[src/rtl/pc_fetch_unit_if.sv]
// Instruction-memory fetch bus: request/address out of the fetch unit,
// acknowledge/read data back from memory.
interface pc_fetch_unit_if;
  logic        imem_req;
  logic [31:0] imem_addr;
  logic        imem_ack;
  logic [31:0] imem_rdata;

  modport master (
    output imem_req,
    output imem_addr,
    input  imem_ack,
    input  imem_rdata
  );

  modport slave (
    input  imem_req,
    input  imem_addr,
    output imem_ack,
    output imem_rdata
  );
endinterface

[src/rtl/pc_fetch_unit.sv]
// Architectural PC owner: fetches one instruction per request/ack handshake,
// hands it to decode, waits for stall release, and halts on misaligned PCs.
module pc_fetch_unit #(
  parameter logic [31:0] RESET_PC          = 32'h0000_3000,
  parameter int unsigned RESET_HOLD_CYCLES = 2
) (
  input  logic                   clk,
  input  logic                   reset,
  input  logic [31:0]            next_pc,
  input  logic                   stall,
  output logic [31:0]            curr_pc,
  pc_fetch_unit_if.master        imem,
  output logic [31:0]            instr,
  output logic                   instr_valid,
  output logic                   exc_adel,
  output logic                   halted,
  output logic [31:0]            fetch_count
);

  typedef enum logic [1:0] {
    S_HOLD,
    S_REQ,
    S_ISSUED,
    S_HALT
  } state_e;

  localparam logic [3:0] HOLD_INIT = 4'(RESET_HOLD_CYCLES);

  state_e      state_q;
  logic [3:0]  hold_cnt_q;
  logic [31:0] pc_q;
  logic [31:0] instr_q;
  logic        instr_valid_q;
  logic        exc_adel_q;
  logic        halted_q;
  logic [31:0] fetch_count_q;
  logic [31:0] fetch_count_d;
  logic        pc_aligned;

  assign pc_aligned    = (pc_q[1:0] == 2'b00);
  assign fetch_count_d = fetch_count_q + 32'd1;

  // NOTE: every register below is updated with <= so all of them see the
  // pre-edge values of each other, exactly like the flops they become.
  always_ff @(posedge clk or posedge reset) begin
    if (reset) begin
      state_q       <= S_HOLD;
      hold_cnt_q    <= HOLD_INIT;
      pc_q          <= RESET_PC;
      instr_q       <= '0;
      instr_valid_q <= 1'b0;
      exc_adel_q    <= 1'b0;
      halted_q      <= 1'b0;
      fetch_count_q <= '0;
    end else begin
      case (state_q)
        S_HOLD: begin
          if (hold_cnt_q == 4'd0) begin
            state_q <= S_REQ;
          end else begin
            hold_cnt_q <= hold_cnt_q - 4'd1;
          end
        end
        S_REQ: begin
          // A misaligned PC never reaches the bus; it traps on the next edge.
          if (!pc_aligned) begin
            exc_adel_q <= 1'b1;
            halted_q   <= 1'b1;
            state_q    <= S_HALT;
          end else if (imem.imem_ack) begin
            instr_q       <= imem.imem_rdata;
            instr_valid_q <= 1'b1;
            fetch_count_q <= fetch_count_d;
            state_q       <= S_ISSUED;
          end
        end
        S_ISSUED: begin
          if (!stall) begin
            pc_q          <= next_pc;
            instr_valid_q <= 1'b0;
            state_q       <= S_REQ;
          end
        end
        S_HALT: begin
          instr_valid_q <= 1'b0;
        end
      endcase
    end
  end

  // Request is decoded from state so an asynchronous reset drops it at once.
  assign imem.imem_req  = (state_q == S_REQ) && pc_aligned;
  assign imem.imem_addr = pc_q;

  assign curr_pc     = pc_q;
  assign instr       = instr_q;
  assign instr_valid = instr_valid_q;
  assign exc_adel    = exc_adel_q;
  assign halted      = halted_q;
  assign fetch_count = fetch_count_q;

endmodule

[src/flat_wrapper.sv]
// flat-port wrapper written by rule: the top's interface ports become plain ports
module pc_fetch_unit_flat 
#(
  parameter logic [31:0] RESET_PC          = 32'h0000_3000,
  parameter int unsigned RESET_HOLD_CYCLES = 2
)
  (clk, reset, next_pc, stall, curr_pc, instr, instr_valid, exc_adel, halted, fetch_count, imem_imem_req, imem_imem_addr, imem_imem_ack, imem_imem_rdata);
  pc_fetch_unit_if imem_i ();
  input  logic clk;
  input  logic reset;
  input  logic [31:0] next_pc;
  input  logic stall;
  output logic [31:0] curr_pc;
  output logic [31:0] instr;
  output logic instr_valid;
  output logic exc_adel;
  output logic halted;
  output logic [31:0] fetch_count;
  output wire logic [$bits(imem_i.imem_req)-1:0] imem_imem_req;
  output wire logic [$bits(imem_i.imem_addr)-1:0] imem_imem_addr;
  input wire logic [$bits(imem_i.imem_ack)-1:0] imem_imem_ack;
  input wire logic [$bits(imem_i.imem_rdata)-1:0] imem_imem_rdata;
  assign imem_imem_req = imem_i.imem_req;
  assign imem_imem_addr = imem_i.imem_addr;
  assign imem_i.imem_ack = imem_imem_ack;
  assign imem_i.imem_rdata = imem_imem_rdata;
  pc_fetch_unit #(.RESET_PC(RESET_PC), .RESET_HOLD_CYCLES(RESET_HOLD_CYCLES)) u_core (.clk(clk), .reset(reset), .next_pc(next_pc), .stall(stall), .curr_pc(curr_pc), .imem(imem_i), .instr(instr), .instr_valid(instr_valid), .exc_adel(exc_adel), .halted(halted), .fetch_count(fetch_count));
endmodule
[config.mk]
export PLATFORM = sky130hd
export DESIGN_NAME = pc_fetch_unit_flat
export DESIGN_NICKNAME = d
export VERILOG_FILES = /design/src/rtl/pc_fetch_unit_if.sv /design/src/rtl/pc_fetch_unit.sv /design/src/flat_wrapper.sv
export SDC_FILE = /design/constraint.sdc
export NUM_CORES = 1
export LEC_CHECK = 0
export ABC_AREA = 1
export BUFFER_PORTS_ARGS = -buffer_cell sky130_fd_sc_hd__buf_4
export CAP_MARGIN = 10
export CORE_AREA = 10 10 108 110
export DETAILED_ROUTE_END_ITERATION = 10
export DIE_AREA = 0 0 118 120
export GPL_TIMING_DRIVEN = 0
export PLACE_DENSITY = 0.89
export SLEW_MARGIN = 10
export SYNTH_ARGS = -nofsm -noshare
export SYNTH_HDL_FRONTEND = slang
export SYNTH_SLANG_ARGS = --single-unit
[constraint.sdc]
create_clock -name clk -period 6.4 [get_ports clk]
set_clock_uncertainty 0.05 [all_clocks]
set_input_delay 1.28 -clock clk [delete_from_list [all_inputs] [get_ports clk]]
set_output_delay 1.28 -clock clk [all_outputs]
set_load 0.01 [all_outputs]
==> run_results.csv, run 1 <==
group,metric,value,unit
status,outcome,"completed",
sta,hold_ws,0.437,ns
place,gp_routability_congestion,0.916,
sta,finalSetupTns,0,ns
final_layout,drive_gt1_share,34.2,%
logic_synthesis,synthTopCellsByArea,"dfrtp_1 52%, nand2_1 22%, buf_4 5.4%",
sta,finalSetupViolCount,0,
drt,vias_per_cell,4.72,
final_layout,fillCellCount,731,
final_layout,multiInputGateArea,1760,µm²
floorplan,coreArea,9550,µm²
drt,vias,4434,
clock_tree,cts_max_path_buffers,2,
sta,grt_setup_unrepaired,"no",
global_route,grt_start_max_net_pins,69,
drt,wl_per_cell,14.5,µm
floorplan,rows,36,
global_route,grt.overflow.total,0,
global_route,grt.total_usage,19.0,%
floorplan,num_io_pins,200,
logic_synthesis,synth_fp_nets,661,
worst_setup_path,cp_max_fo,7,
logic_synthesis,ys_seq_area_share,53.9,%
final_layout,diodes,0,
floorplan,die_w,118,µm
drt,drtPass1Iterations,6,
place,dp.cells,924,
clock_tree,clk_pin_slew,0.10,ns
worst_setup_path,criticalPathCategory,"register to primary output",
worst_setup_path,cp_slowest_cell,"dfrtp_1",
final_layout,area_delta_synth_final,39.8,%
logic_synthesis,synthCells,591,
final_layout,final_cells,940,
logic_synthesis,synth-seq-cells,104,
final_layout,register_area,2610,µm²
logic_synthesis,syn_area,4840,µm²
clock_tree,numCtsBuffers,9,
sta,fmax,358,MHz
clock_tree,clk_latency,0.36,ns
logic_synthesis,yosysWarnings,0,
global_route,antenna_found_initial,0,
final_layout,finalCoreUtilization,70.8,%
logic_synthesis,synth_cell_types,28,
place,portBuffers,199,
logic_synthesis,yosys.area.top_type_share,52.2,%
worst_setup_path,crit_required,5.07,ns
floorplan,initial_core_util,50.7,%
logic_synthesis,async_flop_share,100,%
logic_synthesis,synthTopCellsByCount,"283 x nand2_1, 101 x dfrtp_1, 39 x inv_1",
worst_setup_path,arrival,1.47,ns
pwr,p_leak,3.78,nW
clock_tree,postCtsResizedCells,0,
pwr,power_density,398,nW/µm²
clock_tree,clock-sinks,104,
clock_tree,cts_setup_buffers,0,
clock_tree,h-tree-depth,3,
place,dpl.hpwl,10800,µm
logic_synthesis,yosys.area.top_type,"dfrtp_1",
sta,period_share,43.7,%
logic_synthesis,synth_edf_count,0,
global_route,grt_pass1_vias,4432,
floorplan,die_y,120,µm
drt,antenna_left,0,
final_layout,fin_nets,872,
clock_tree,cts_tree,"yes",
pwr,vdd_drop_max,0.256,mV
drt,totalWireLength,13700,µm
logic_synthesis,synth-main-ff-cell,"dfrtp_1",
logic_synthesis,yosysMostFrequentCell,"nand2_1",
run,drv_cap,0,
worst_setup_path,max_stage_delay,0.37,ns
sta,worstMarginPinSlew,0.489,ns
floorplan,die_area,14200,µm²
drt,drt_iter0_drc,248,
logic_synthesis,synth_area_per_cell,8.19,µm²
drt,route.detailed.drc,0,
sta,slew_headroom,67.4,%
worst_hold_path,hold_path.class,"register to register",
sta,hold_viol,0,
worst_setup_path,cp-start-kind,"register",
clock_tree,cts-root-buf,"clkbuf_8",
global_route,grt_pass1_wl,22300,µm
clock_tree,cts_hold_buf,0,
worst_setup_path,cp_cell_sequence,"buf_2 -> nor2_2 -> inv_1 -> nor2_1 -> buf_4",
sta,drv_slew,0,
worst_setup_path,critPathCaptureType,"primary output",
sta,fin_crit,2.80,ns
cell families (layout without fill, tap and decap cells):
group / count (synthesis) / in the layout / synth area share (%)
xor gates and xnor gates: 17 / 17 / 3.08
DFF: 104 / 104 / 53.9
AOI/OAI and AO/OA: 11 / 11 / 1.32
and+or+nand+nor: 368 / 368 / 31.4
buffers and inverters: 89 / 305 / 9.80
adders and majority gates: 2 / 2 / 0.517
metrics by stage:
step                      worst slack, ns  total power (W)  instance area (µm²)
after floorplan                      2.34          0.00161                 4840
after global placement               1.24          0.00219                 6500
after detailed placement             3.89          0.00224                 6530
after CTS                            3.60          0.00273                 6770
after global routing                 3.53          0.00287                 6770
final                                3.60          0.00269                 6770
where the power goes:
part	switching, W	internal, W	total [W]
clock	0.000222	0.000259	0.000481
sequential	0.000155	0.000867	0.00102
combinational	0.000573	0.000616	0.00119
critical path: cells and delay by family (launching register included):
kind	cells	cell delay, ns
flops	1	0.37
buf+inv	3	0.42
simple gates	2	0.30
final timing paths:
check / cells after the start / start / slack, ns / to
worst min register to register: 2 / u_core.curr_pc[13]$_DFFE_PP1P_ / 0.44 / u_core.curr_pc[13]$_DFFE_PP1P_
min in group asynchronous: 2 / reset / 0.89 / u_core.fetch_count[29]$_DFFE_PP0P_
worst min-delay path: 2 / u_core.curr_pc[13]$_DFFE_PP1P_ / 0.44 / u_core.curr_pc[13]$_DFFE_PP1P_
worst max register to register: 9 / u_core.curr_pc[0]$_DFFE_PP0P_ / 4.63 / u_core.fetch_count[25]$_DFFE_PP0P_
max in group asynchronous: 3 / reset / 4.70 / u_core.hold_cnt_q[1]$_DFFE_PP1P_
worst max-delay path: 5 / u_core.state_q[1]$_DFFE_PP0P_ / 3.60 / imem_imem_req
area by class of cell:
type | count | share of cell area (%)
Clock buffer | 10 | 1.89
Clock inverter | 6 | 1.59
Timing Repair Buffer | 200 | 22.5
Tap cell | 133 | 2.46
Buffer | 48 | 4.73
Inverter | 41 | 2.31
Sequential cell | 104 | 38.5
Multi-Input combinational cell | 398 | 26.0
routing by layer:
metal | up-vias | track usage [%] | part of all wire (%)
met2 | 183 | 31.9 | 48
met3 | 24 | 5.20 | 7.8
met4 | 0 | 7.88 | 2.2
li1 | 2192 | - | -
met1 | 2035 | 22.7 | 42
met5 | - | 0 | 0
registers in the layout (all words and copies together) (netlist names):
signal	cells
u_core.state_q	2
u_core.exc_adel	1
u_core.fetch_count	32
u_core.instr	32
u_core.instr_valid	1
u_core.curr_pc	32
u_core.hold_cnt_q	4
cells in the final DEF, fill, tap and decap left out, types with 7 or more instances in the layout:
cell      netlist  routed
o21ai_0         7       7
clkbuf_8        0       9
nor2_1         35      35
inv_1          39      38
buf_2           7       7
dfrtp_1       101     101
clkbuf_1        6       7
nand3_1        17      17
nand2_1       283     283
buf_4          35     234
xor2_1          9       9
xnor2_1         8       8
nand4_1        11      11
(Power assumes the default switching activity.)
==> run 2: changes to the inputs <==
CORE_AREA = 10 10 112 114   (was 10 10 108 110)
DIE_AREA = 0 0 122 124   (was 0 0 118 120)
PLACE_DENSITY = 0.83   (was 0.89)
clock period = 2.91 ns   (was 6.4 ns; I/O delays follow)
==> run 2 against run 1 <==
Net effect: wire length grew 5.0%; sequential share of layout area decreased by 0.27 points; utilization is 4.3 points lower; flip-flop and latch count stayed put; worst setup slack got worse by 2.7 ns; combinational power grew 120%.
==> run_results.csv, run 2 (same netlist as run 1, synthesis figures left out) <==
group,metric,value,unit
final_layout,diodes,0,
pwr,power_density,888,nW/µm²
pwr,total_power,0.00605,W
final_layout,area_delta_synth_final,40.8,%
final_layout,final_cell_mix,"283 x nand2_1, 234 x buf_4, 101 x dfrtp_1",
clock_tree,cts-root-buf,"clkbuf_8",
worst_setup_path,cp_cell_sequence,"inv_1 -> nor2_2 -> inv_1 -> nor2_1 -> buf_4",
pwr,p_sw_share,35.1,%
worst_setup_path,cp_slowest_cell,"dfrtp_1",
global_route,grt.overflow.total,0,
worst_setup_path,max_stage_delay,0.46,ns
clock_tree,cts_hold_buf,0,
sta,fin_crit,2.04,ns
clock_tree,clock-sinks,104,
global_route,grt_pass1_vias,4781,
sta,hold_viol,0,
final_layout,fillCellCount,839,
clock_tree,cts_max_path_buffers,2,
sta,slew_headroom,51.0,%
sta,finalSetupTns,0,ns
global_route,grt_pass1_wl,23400,µm
pwr,switching_power,0.00213,W
worst_setup_path,cp-start-kind,"register",
worst_setup_path,r2r_setup_slack,1.03,ns
drt,vias,4536,
sta,drv_slew,0,
drt,totalWireLength,14400,µm
final_layout,final_common_cell,"nand2_1",
sta,worstMarginPinSlew,0.734,ns
drt,route.detailed.drc,0,
worst_setup_path,cp_max_fo,6,
drt,drtPass1Iterations,8,
clock_tree,clk_pin_slew,0.10,ns
worst_hold_path,hold_path.class,"primary input to async pin",
floorplan,initial_core_util,47.3,%
worst_setup_path,cp_common_cell,"inv_1",
pwr,p_leak,3.80,nW
worst_setup_path,criticalPathCategory,"register to primary output",
status,outcome,"completed",
pwr,power_frac_seq,37.3,%
floorplan,die_y,124,µm
place,dpl.hpwl,11200,µm
clock_tree,cts_tree,"yes",
worst_setup_path,arrival,1.41,ns
sta,fmax,490,MHz
worst_setup_path,crit_required,2.28,ns
place,portBuffers,199,
drt,antenna_left,0,
sta,finalSetupViolCount,0,
place,gp_routability_congestion,0.887,
final_layout,fin_nets,873,
floorplan,coreArea,10200,µm²
drt,wl_per_cell,15.2,µm
pwr,power_frac_comb,43.3,%
pwr,pwr-share-clk,19.4,%
pwr,vdd_drop_max,0.470,mV
sta,period_share,70.1,%
floorplan,die_w,122,µm
floorplan,rows,37,
floorplan,num_io_pins,200,
drt,vias_per_cell,4.81,
final_layout,drive_gt1_share,34.4,%
global_route,grt_start_max_net_pins,40,
worst_setup_path,critPathCaptureType,"primary output",
sta,grt_setup_unrepaired,"no",
global_route,grt.total_usage,19.1,%
clock_tree,h-tree-depth,3,
pwr,p_int,0.00392,W
run,drv_cap,0,
global_route,antenna_found_initial,0,
clock_tree,clk_latency,0.36,ns
clock_tree,cts_setup_buffers,0,
drt,drt_iter0_drc,271,
clock_tree,postCtsResizedCells,0,
floorplan,die_area,15100,µm²
clock_tree,numCtsBuffers,9,
## run 2: worst max-delay path: cells and delay by family (launching register included)
family / cells / cell delay [ns]
flip-flops: 1 / 0.46
buffers and inverters: 3 / 0.34
AND/OR/NAND/NOR: 2 / 0.25
## run 2: cell type report
type	instances	area (µm²)	share of cell area (%)
multi-input cells	398	1760	25.8
clock buffers	9	124	1.82
inverters	41	158	2.31
clock inverters	7	141	2.08
repair buffers	201	1530	22.5
plain buffers	48	320	4.70
flip-flops and latches	104	2610	38.3
well taps	136	170	2.50
## run 2: path summary, 6_finish.rpt
kind | from | endpoint | cells past startpoint
hold / removal | reset | u_core.fetch_count[31]$_DFFE_PP0P_ | 2
hold reg to reg | u_core.curr_pc[12]$_DFFE_PP1P_ | u_core.curr_pc[12]$_DFFE_PP1P_ | 2
min in group clk | imem_imem_rdata[9] | u_core.instr[9]$_DFFE_PP0P_ | 3
max in group asynchronous | reset | u_core.hold_cnt_q[1]$_DFFE_PP1P_ | 3
setup reg to reg | u_core.curr_pc[0]$_DFFE_PP0P_ | u_core.fetch_count[25]$_DFFE_PP0P_ | 9
setup / recovery | u_core.state_q[0]$_DFFE_PP0P_ | imem_imem_req | 5
## run 2: per-layer routing
| layer | vias to the layer above | share of wire [%] | wire length, µm | track usage (%) |
|---|---|---|---|---|
| met5 | - | 0 | 0 | 0 |
| met4 | 0 | 2.8 | 404 | 8.87 |
| met3 | 33 | 9.4 | 1350 | 6.43 |
| met2 | 193 | 50 | 7120 | 32.6 |
| met1 | 2124 | 38 | 5490 | 21.0 |
| li1 | 2186 | - | - | - |
## run 2: power by group through the flow
stage | registers (W) | logic [W] | clock network [W]
global route | 0.00232 | 0.00291 | 0.00124
floorplan | 0.00243 | 0.00111 | 0
CTS | 0.00226 | 0.00267 | 0.00119
finish | 0.00226 | 0.00262 | 0.00117
global placement | 0.00225 | 0.00258 | 0
detailed placement | 0.00228 | 0.00267 | 0
## run 2: stage by stage
step                      instance area, µm²  hold slack, ns  util (%)  setup WS, ns  std cells
after floorplan                         4840           0.402         -          1.03        591
after detailed placement                6550           0.417      64.0          1.01        928
after global routing                    6810           0.321      66.6         0.751        944
after CTS                               6810           0.292      66.6         0.853        944
final                                   6810           0.280      66.6         0.870        944
after global placement                  6510           0.414      63.6         0.387        926
==> run 3: changes to the inputs <==
clock period = 2 ns   (was 2.91 ns; I/O delays follow)
==> run 3 against run 2 <==
Net effect: register-to-register slack worse by 0.86 ns; critical path type unchanged; count of clock-buffer cells in the layout stayed put; via count is 0.62% lower; largest cell class unchanged; clock power is 46% higher; hold slack worse by 0.18 ns; global-route usage stayed put; wire length is 0.15% lower; non-clock buffer count stayed put.
==> run_results.csv, run 3 (same netlist as run 1, synthesis figures left out) <==
group,metric,value,unit
status,outcome,"completed",
final_layout,final_cells,944,
final_layout,area_delta_synth_final,40.9,%
worst_setup_path,critPathLaunch,"u_core.state_q[0]$_DFFE_PP0P_",
global_route,grt_pass1_wl,23400,µm
place,gp_routability_congestion,0.887,
final_layout,fillCellCount,838,
pwr,vdd_drop_max,0.684,mV
worst_setup_path,cp-endpoint,"imem_imem_req",
sta,period_share,93.0,%
clock_tree,clock-sinks,104,
drt,drtPass1Iterations,4,
final_layout,fin_nets,873,
clock_tree,postCtsResizedCells,0,
global_route,antenna_found_initial,0,
drt,met3_length,1360,µm
floorplan,coreArea,10200,µm²
worst_setup_path,crit_required,1.55,ns
clock_tree,cts_max_path_buffers,2,
final_layout,design_area,6820,µm²
drt,route.detailed.drc,0,
worst_hold_path,hold_path.class,"primary input to async pin",
sta,slew_headroom,51.1,%
place,portBuffers,199,
sta,hold_viol,0,
final_layout,final_cell_mix,"283 x nand2_1, 234 x buf_4, 101 x dfrtp_1",
worst_setup_path,r2r_setup_slack,0.17,ns
floorplan,die_y,124,µm
drt,top_layer_used,"met4",
drt,met1_length,5480,µm
worst_setup_path,r2r-end,"u_core.fetch_count[25]$_DFFE_PP0P_",
clock_tree,cts_tree,"yes",
worst_setup_path,cp-start-kind,"register",
worst_setup_path,regToRegStartpoint,"u_core.fetch_count[15]$_DFFE_PP0P_",
clock_tree,clk_latency,0.36,ns
final_layout,final_common_cell,"nand2_1",
drt,vias_per_cell,4.78,
drt,vias,4508,
worst_setup_path,critPathCaptureType,"primary output",
clock_tree,h-tree-depth,3,
global_route,grt_pass1_vias,4781,
run,drv_cap,0,
floorplan,rows,37,
worst_setup_path,r2r.worst_path.cells,7,
worst_setup_path,arrival,1.41,ns
sta,fmax,538,MHz
place,dpl_cell_area,6550,µm²
clock_tree,cts_hold_buf,0,
pwr,total_power,0.00881,W
clock_tree,clk_pin_slew,0.10,ns
global_route,grt_start_max_net_pins,40,
drt,wl_per_cell,15.2,µm
drt,antenna_left,0,
clock_tree,cts-root-buf,"clkbuf_8",
global_route,grt.total_usage,19.1,%
sta,drv_slew,0,
sta,worstMarginPinSlew,0.733,ns
place,dp.cells,928,
pwr,p_leak,3.80,nW
floorplan,die_area,15100,µm²
global_route,grt.overflow.total,0,
final_layout,finalCoreUtilization,66.6,%
final_layout,diodes,0,
worst_setup_path,criticalPathCategory,"register to primary output",
pwr,power_density,1290,nW/µm²
drt,drt_iter0_drc,275,
drt,totalWireLength,14300,µm
clock_tree,numCtsBuffers,9,
place,dpl.hpwl,11200,µm
floorplan,die_w,122,µm
clock_tree,cts_setup_buffers,0,
sta,finalSetupViolCount,0,
sta,fin_crit,1.86,ns
drt,wl_met2,7100,µm
floorplan,num_io_pins,200,
final_layout,drive_gt1_share,34.4,%
floorplan,initial_core_util,47.3,%
worst_setup_path,cp_max_fo,6,
-- run 3: cell count changes in the layout (fill, tap and decap cells not counted) --
| cell | change |
|---|---|
| nor2_2 | -1 |
| nor2_4 | +1 |
-- run 3: worst min path at each step --
stage / startpoint / end
finish: reset / u_core.fetch_count[31]$_DFFE_PP0P_
global route: reset / u_core.fetch_count[31]$_DFFE_PP0P_
CTS: reset / u_core.fetch_count[31]$_DFFE_PP0P_
detailed placement: u_core.instr[11]$_DFFE_PP0P_ / u_core.instr[11]$_DFFE_PP0P_
global placement: u_core.instr[24]$_DFFE_PP0P_ / u_core.instr[24]$_DFFE_PP0P_
floorplan: u_core.hold_cnt_q[2]$_DFFE_PP0P_ / u_core.hold_cnt_q[2]$_DFFE_PP0P_
-- run 3: critical path, stage by stage, from the launching register on --
cell,delay [ns]
dfrtp_1,0.46
inv_1,0.09
nor2_2,0.15
inv_1,0.11
nor2_1,0.10
buf_4,0.14
-- run 3: area by class of cell --
type	instances	area [µm²]	area share (%)
Sequential cell	104	2610	38.2
Multi-Input combinational cell	398	1760	25.9
Timing Repair Buffer	201	1530	22.5
Buffer	48	320	4.70
Tap cell	136	170	2.50
Inverter	41	158	2.31
Clock inverter	7	141	2.07
Clock buffer	9	124	1.82
-- run 3: per-layer routing --
layer | vias to the layer above | track usage, %
met5 | - | 0
met4 | 0 | 8.87
met3 | 34 | 6.43
met2 | 185 | 32.6
met1 | 2103 | 21.0
li1 | 2186 | -
-- run 3: where the power goes --
group	internal (W)	leakage [nW]	switching, W	total, W
sequential	0.00277	1.34	0.000516	0.00329
combinational	0.00198	2.33	0.00184	0.00382
clock	0.000960	0.130	0.000745	0.00171
-- run 3: stage by stage --
stage / setup TNS (ns) / hold slack (ns) / worst slack [ns]
CTS: 0 / 0.110 / 0.103
global route: 0 / 0.139 / -0.000000888
floorplan: 0 / 0.402 / 0.307
finish: 0 / 0.101 / 0.140
global placement: -33.83 / 0.414 / -0.341
detailed placement: 0 / 0.417 / 0.163
